**config.mk**
```make
export PLATFORM = sky130hd
export DESIGN_NAME = frame_buffer_arbiter
export DESIGN_NICKNAME = d
export VERILOG_FILES = /design/src/rtl/frame_buffer_arbiter.sv
export SDC_FILE = /design/constraint.sdc
export NUM_CORES = 1
export LEC_CHECK = 0
export ABC_CLOCK_PERIOD_IN_PS = 4900
export CORE_AREA = 2 2 146 148
export CTS_BUF_LIST = sky130_fd_sc_hd__clkbuf_8
export CTS_CLUSTER_DIAMETER = 60
export DETAILED_ROUTE_END_ITERATION = 8
export DIE_AREA = 0 0 148 150
export GPL_TIMING_DRIVEN = 0
export SLEW_MARGIN = 20
export SYNTH_ARGS = -nofsm -noshare
export SYNTH_HDL_FRONTEND = slang
export SYNTH_SLANG_ARGS = --single-unit
export TNS_END_PERCENT = 30
```
**constraint.sdc**
```tcl
create_clock -name clock -period 4.9 [get_ports clock]
set_input_delay 0.98 -clock clock [delete_from_list [all_inputs] [get_ports clock]]
set_output_delay 0.98 -clock clock [all_outputs]
set_load 0.01 [all_outputs]
```
**src/rtl/frame_buffer_arbiter.sv**
```systemverilog
// Single-bank SRAM arbiter: one access per cycle, per-client frame-buffer mapping, tagged read return.
// Define ARB_ROUND_ROBIN_EN for round-robin arbitration; otherwise fixed priority, lowest index wins.
module frame_buffer_arbiter #(
    parameter int  NUM_CLIENTS  = 4,
    parameter int  ADDR_W       = 19,
    parameter int  DATA_W       = 36,
    parameter int  IMAGE_LENGTH = 76800,
    parameter int  READ_LATENCY = 3,
    localparam int SEL_W        = (NUM_CLIENTS > 1) ? $clog2(NUM_CLIENTS) : 1
) (
    input  logic                          clock,
    input  logic                          reset,
    input  logic                          frame_flag,
    input  logic [NUM_CLIENTS-1:0]        req,
    input  logic [NUM_CLIENTS-1:0]        wr,
    input  logic [NUM_CLIENTS*ADDR_W-1:0] addr,
    input  logic [NUM_CLIENTS*DATA_W-1:0] wdata,
    output logic [NUM_CLIENTS-1:0]        grant,
    output logic [NUM_CLIENTS-1:0]        rvalid,
    output logic [DATA_W-1:0]             rdata,
    output logic [NUM_CLIENTS*SEL_W-1:0]  buf_sel,
    output logic [ADDR_W-1:0]             mem_addr,
    output logic                          mem_we,
    output logic [DATA_W-1:0]             mem_wdata,
    input  logic [DATA_W-1:0]             mem_rdata
);

    localparam logic [ADDR_W-1:0] IMG_LEN = ADDR_W'(IMAGE_LENGTH);

    logic [NUM_CLIENTS*SEL_W-1:0]  buf_sel_q, buf_sel_d;
    logic [ADDR_W-1:0]             mem_addr_q, mem_addr_d;
    logic                          mem_we_q, mem_we_d;
    logic [DATA_W-1:0]             mem_wdata_q, mem_wdata_d;
    logic [READ_LATENCY-1:0]       tag_vld_q, tag_vld_d;
    logic [READ_LATENCY*SEL_W-1:0] tag_id_q, tag_id_d;
    logic [NUM_CLIENTS-1:0]        rvalid_q, rvalid_d;
    logic [DATA_W-1:0]             rdata_q, rdata_d;

    logic                          win_valid;
    logic [SEL_W-1:0]              win_id;
    logic [SEL_W-1:0]              win_sel;
    logic [ADDR_W-1:0]             phys_addr;
    logic [SEL_W-1:0]              head_id;

`ifdef ARB_ROUND_ROBIN_EN
    logic [SEL_W-1:0] last_q, last_d;

    // Scan from the farthest offset down so the client just after last_q is written last and wins.
    always_comb begin
        win_valid = 1'b0;
        win_id    = '0;
        for (int k = NUM_CLIENTS; k >= 1; k--) begin
            if (req[(int'(last_q) + k) % NUM_CLIENTS]) begin
                win_valid = 1'b1;
                win_id    = SEL_W'((int'(last_q) + k) % NUM_CLIENTS);
            end
        end
    end

    always_comb begin
        last_d = last_q;
        if (win_valid) last_d = win_id;
    end

    always_ff @(posedge clock) begin
        if (reset) last_q <= SEL_W'(NUM_CLIENTS - 1);
        else       last_q <= last_d;
    end
`else
    always_comb begin
        win_valid = 1'b0;
        win_id    = '0;
        for (int i = NUM_CLIENTS - 1; i >= 0; i--) begin
            if (req[i]) begin
                win_valid = 1'b1;
                win_id    = SEL_W'(i);
            end
        end
    end
`endif

    always_comb begin
        grant = '0;
        if (win_valid && !reset) grant[win_id] = 1'b1;
    end

    // Mapping uses the ownership in force this cycle; a frame_flag now only affects next cycle.
    always_comb begin
        win_sel   = buf_sel_q[int'(win_id)*SEL_W +: SEL_W];
        phys_addr = ADDR_W'(win_sel) * IMG_LEN + addr[int'(win_id)*ADDR_W +: ADDR_W];
    end

    always_comb begin
        buf_sel_d = buf_sel_q;
        if (frame_flag) begin
            buf_sel_d[0 +: SEL_W] = buf_sel_q[(NUM_CLIENTS-1)*SEL_W +: SEL_W];
            for (int i = 1; i < NUM_CLIENTS; i++)
                buf_sel_d[i*SEL_W +: SEL_W] = buf_sel_q[(i-1)*SEL_W +: SEL_W];
        end
    end

    always_comb begin
        mem_addr_d  = mem_addr_q;
        mem_we_d    = 1'b0;
        mem_wdata_d = mem_wdata_q;
        if (win_valid) begin
            mem_addr_d = phys_addr;
            mem_we_d   = wr[win_id];
            if (wr[win_id]) mem_wdata_d = wdata[int'(win_id)*DATA_W +: DATA_W];
        end
    end

    always_comb begin
        tag_vld_d             = tag_vld_q;
        tag_id_d              = tag_id_q;
        tag_vld_d[0]          = win_valid & ~wr[win_id];
        tag_id_d[0 +: SEL_W]  = win_id;
        for (int k = 1; k < READ_LATENCY; k++) begin
            tag_vld_d[k]               = tag_vld_q[k-1];
            tag_id_d[k*SEL_W +: SEL_W] = tag_id_q[(k-1)*SEL_W +: SEL_W];
        end
    end

    always_comb begin
        head_id  = tag_id_q[(READ_LATENCY-1)*SEL_W +: SEL_W];
        rvalid_d = '0;
        rdata_d  = rdata_q;
        if (tag_vld_q[READ_LATENCY-1]) begin
            rvalid_d[head_id] = 1'b1;
            rdata_d           = mem_rdata;
        end
    end

    always_ff @(posedge clock) begin
        if (reset) begin
            for (int i = 0; i < NUM_CLIENTS; i++)
                buf_sel_q[i*SEL_W +: SEL_W] <= SEL_W'(i);
            mem_addr_q  <= '0;
            mem_we_q    <= 1'b0;
            mem_wdata_q <= '0;
            tag_vld_q   <= '0;
            tag_id_q    <= '0;
            rvalid_q    <= '0;
            rdata_q     <= '0;
        end else begin
            buf_sel_q   <= buf_sel_d;
            mem_addr_q  <= mem_addr_d;
            mem_we_q    <= mem_we_d;
            mem_wdata_q <= mem_wdata_d;
            tag_vld_q   <= tag_vld_d;
            tag_id_q    <= tag_id_d;
            rvalid_q    <= rvalid_d;
            rdata_q     <= rdata_d;
        end
    end

    assign buf_sel   = buf_sel_q;
    assign mem_addr  = mem_addr_q;
    assign mem_we    = mem_we_q;
    assign mem_wdata = mem_wdata_q;
    assign rvalid    = rvalid_q;
    assign rdata     = rdata_q;

endmodule

```
-- Word-level counts from Yosys, hierarchy flattened
Cells that the tools add are included.
- memory bits (writable): 0
- word-level logic and storage cells: 45
- memories: 0
- input bits: 267
- memory bits (read-only): 0
- bits in registers: 113
- latch bits: 0
- output and inout port bits: 108
- reductions and logical operators: 7
- multiply operators: 3
- equal/unequal tests: 0
- div/mod/pow operators: 0
- muxes and demuxes: 15
- bitwise gates (word level): 4
- add/sub/neg operators: 1
- magnitude comparators: 4
- shift-type cells: 3
- operators by type and width (kind ; number):
    $shiftx A144 B9 Y36 ; 1
    $shiftx A76 B8 Y19 ; 1
    $add A19 B19 Y19 ; 1
    $mul A2 B7 Y9 const B ; 1
    $mux W2 ; 4
    $shiftx A8 B4 Y2 ; 1
    $mul A2 B5 Y7 const B ; 1
    $mux W1 ; 7
    $lt A2 B3 Y1 const B ; 2
    $mul A2 B4 Y6 const B ; 1
    $demux W1 S2 ; 2
    $ge A2 B1 Y1 const B ; 2
    $mux W4 ; 1
    $reduce_or A2 Y1 ; 2
    $logic_and A1 B1 Y1 ; 3
    $not A1 Y1 ; 3
    $bmux W1 S2 ; 1
    $reduce_and A2 Y1 ; 1
    $and A1 B1 Y1 ; 1
    $logic_not A1 Y1 ; 1

-- Depth between registers and ports, before layout
- word-level depth: 9
- gate-level depth with buffers: 16
- gate-level depth less buffers: 15

-- Worst setup path after synthesis
No wires, ideal clock.
- path kind: input to register
- start: input port req[3]
- end: register mem_addr_q[18], in the netlist mem_addr[18]
- path slack: 1011 ps
- stages: 14
- path buffers: 2
- arrival: 3770 ps
- setup time: 120 ps
- required time: 4780 ps
- cell sequence: buf_4 -> nor2b_4 -> and2_4 -> clkbuf_1 -> a221oi_1 -> inv_1 -> ha_1 -> ha_1 -> o21a_1 -> o31a_1 -> o31a_1 -> a211oi_1 -> nor3_1 -> a211o_1
- word-level cells in the longest chain between the ends: 7
- elaborated cells on any way between the ends: 13
- classes of those cells: add/sub: 1; mul: 2; shift: 2; mux: 8
- RTL lines (item ; RTL line ; text):
    start, declared ; 14 ; input logic [NUM_CLIENTS-1:0] req,
    $mux W2 (4 in series) ; 74 ; if (req[i]) begin
    $mul A2 B5 Y7 or $shiftx A8 B4 Y2 (tied branches) ; 90, 89 ;
    $shiftx A76 B8 Y19 or $mul A2 B7 Y9 (tied branches) ; 90 ; phys_addr = ADDR_W'(win_sel) * IMG_LEN + addr[int'(win_id)*ADDR_W +: ADDR_W];
    $add A19 B19 Y19 ; 90 ;
    end signal, assigned ; 147 ; mem_addr_q <= mem_addr_d;
    end, declared ; 31 ; logic [ADDR_W-1:0] mem_addr_q, mem_addr_d;
Several ways; a longest one is shown, not always the timed one.
A chain may end at the register's enable or synchronous reset.

-- Worst setup path in the final report
- start: input port reset
- end: output port grant[1]
- word-level cells in the longest chain between the ends: 3
- RTL lines (item ; RTL line ; text):
    start, declared ; 12 ; input logic reset,
    $logic_not A1 Y1 ; 84 ; if (win_valid && !reset) grant[win_id] = 1'b1;
    $logic_and A1 B1 Y1 ; 84 ;
    $mux W4 ; 84 ;
    end, declared ; 18 ; output logic [NUM_CLIENTS-1:0] grant,
No other way between the ends.

==> results <==
[Yosys cell counts (all sizes together) (3+ instances only)]
master	count	area, sq um
dfxtp	113	2262
nor2	112	420.4
a211oi	51	382.9
mux2i	50	500.5
a222oi	46	460.4
mux2	46	518.0
buf	26	143.9
clkbuf	26	98.84
a21oi	19	95.09
nand2	18	67.56
inv	12	45.04
nor2b	10	70.06
ha	9	112.6
o22ai	8	50.05
o21ai	7	46.29
nor3	5	25.02
nand3	4	20.02
and2	3	21.27
o21a	3	22.52
xnor2	3	26.28
[per-stage QoR]
stage / power, mW / setup WS [ns]
after floorplan: 1.384 / 1.011
after global placement: 1.844 / -0.3212
after detailed placement: 1.848 / 0.04271
after CTS: 2.696 / 0.3782
after global routing: 2.806 / 0.2399
final: 2.663 / 0.4263
[state kept, by name, indices dropped and copies added, names as in the netlist]
signal and count:
mem_wdata 36, rdata 36, mem_addr 19, buf_sel 8, tag_id_q 6, rvalid 4, tag_vld_q 3, mem_we 1
[layout make-up]
cell class,instances,area [sq um],area share [%]
multi-input combinational,420,3059,30.43
tap,275,344.1,3.422
timing repair buffer,372,3724,37.03
buffer,52,242.7,2.414
sequential,113,2262,22.50
inverter,12,45.04,0.4480
clock inverter,11,88.84,0.8835
clock buffer,21,289.0,2.875
[placed cells by master, fill, tap and decap left out, types with 10 or more instances in the layout]
| cell type | Yosys | layout |
|---|---|---|
| mux2_1 | 30 | 30 |
| nor2_1 | 112 | 112 |
| clkdlybuf4s50_1 | 0 | 372 |
| buf_2 | 10 | 10 |
| a211oi_1 | 51 | 51 |
| clkbuf_1 | 25 | 25 |
| a222oi_1 | 46 | 46 |
| clkbuf_8 | 0 | 21 |
| mux2i_1 | 50 | 50 |
| a21oi_1 | 19 | 19 |
| mux2_2 | 16 | 16 |
| inv_1 | 12 | 14 |
| nand2_1 | 18 | 18 |
| dfxtp_1 | 113 | 113 |
[worst paths after layout]
check	from	to
max	reset	grant[1]
min	tag_vld_q[0]	tag_vld_q[1]
max reg2reg	buf_sel[4]	mem_addr[18]
min reg2reg	tag_vld_q[0]	tag_vld_q[1]
[kinds of logic (layout without fill, tap and decap cells)]
group / count (synthesis) / in the layout
adder cells (fa/ha/maj): 10 / 10
multiplexers: 96 / 96
XOR/XNOR: 3 / 3
buffers and inverters: 64 / 468
AND/OR/NAND/NOR: 162 / 162
flip-flops: 113 / 113
AO/OA/AOI/OAI: 149 / 149
[metal layers]
metal	share of wire, %	vias to the layer above
met4	1.2	0
met5	0	-
met2	51	232
met3	6.6	19
li1	-	3025
met1	41	2893
[power breakdown]
group | switching (mW) | internal [mW]
clock network | 0.391 | 0.447
registers | 0.0377 | 0.991
logic | 0.332 | 0.463
[critical path: cells and delay by family]
family        cells  cell delay, ns
simple gates      1            0.10
buf+inv           5            2.41
==> out/results.tsv <==
metric	value	unit
synth_cell_types	46	
synth_nets	874	
min_delay_path_depth	1	
fin_util	48.60	%
post_synth_fa_ha_maj_area_fraction	2.366	%
cts_tree	built	
met3_usage	5.274	%
nets	1265	
timing.hold.ws	0.4349	ns
slowest_delay	0.52	ns
die_area	22200	sq um
yosys_warnings	0	
cp_max_fo	10	
busiest_layer	met2	
finalHoldViolCount	0	
final_cells	1276	
grt_max_degree	17	
crit_chain	clkdlybuf4s50_1 -> clkbuf_1 -> clkbuf_1 -> buf_1 -> nor2_1 -> clkdlybuf4s50_1	
worstPathRequired	3.92	ns
dieHeight	150	um
fillers	2030	
pin_count	375	
cts_made_buffers	17	
start_util	27.09	%
grt-ovfl-total	0	
synth_seq_cells	113	
area_growth	79.37	%
ff2ff_path_depth	13	
drc	0	
power_density	264.8	nW/um^2
fin_area	10050	sq um
synthFlopType	dfxtp_1	
hpwl	19.54	mm
synth_area_per_cell	9.389	sq um
drtAntennaViolNets	0	
critPathCaptureType	output pin	
arrival	3.49	ns
slew_headroom	45.01	%
setup_viol	0	
drt_pass1_iterations	8	
fp.dieW	148	um
worst_pin_slew	0.8248	ns
grt_setup_unrepaired	false	
num_rows	53	
antenna_found_initial	0	
status	finished, final reports clean	
path_clk_slew	0.07	ns
use_met1	25.86	%
worstSkewPairLatency	0.43	ns
syn_area	5605	sq um
synth-simple-area-share	12.32	%
rrSetupSlack	1.75	ns
vias_per_cell	4.835	
num_vias	6169	
synth_compound_area_share	21.18	%
start_kind	input port	
postCtsHoldBufs	0	
cts_sinks	113	
synthCells	597	
synth_edf_count	0	
cts_root_buf	clkbuf_8	
ys_seq_area_share	40.36	%
layout-drive-gt1-share	7.193	%
io_buffers	372	
n_antenna_cell	0	
cts_setup_buffers	0	
leakagePower	3.755	nW
h-tree-depth	4	
max_cap_viol_count	0	
timing.final.crit_share	91.30	%
clk_path_buf_depth	2	
wl	24.84	mm
dp_cells	1244	
setup-tns-final	0	ns
skew	0.009566	ns
hold_class	register to register	
max_freq	223.5	MHz
synth-xor-area-share	0.4688	%
slowest_stage	clkdlybuf4s50_1	
wl_per_cell	19.46	um
report.final.slew_viol_count	0	
period_needed	4.474	ns
drt_iter0_markers	293	
place_area	9677	sq um
synth_top_family_by_area	compound AO/OA/AOI/OAI gates	
synthArstFlopShare	0	%
grt_pass1_vias	6062	
cts_resized	0	
critPathKind	input port to output pin	
vdd_ir_drop_max	0.1482	mV
gp_congestion	0.8140	
grt_first_pass_wirelength	35.85	mm
track_usage	21.37	%
synthMuxAreaShare	18.17	%
grt_util_met2	37.94	%
core_area	20690	sq um
(Power assumes the default switching activity.)
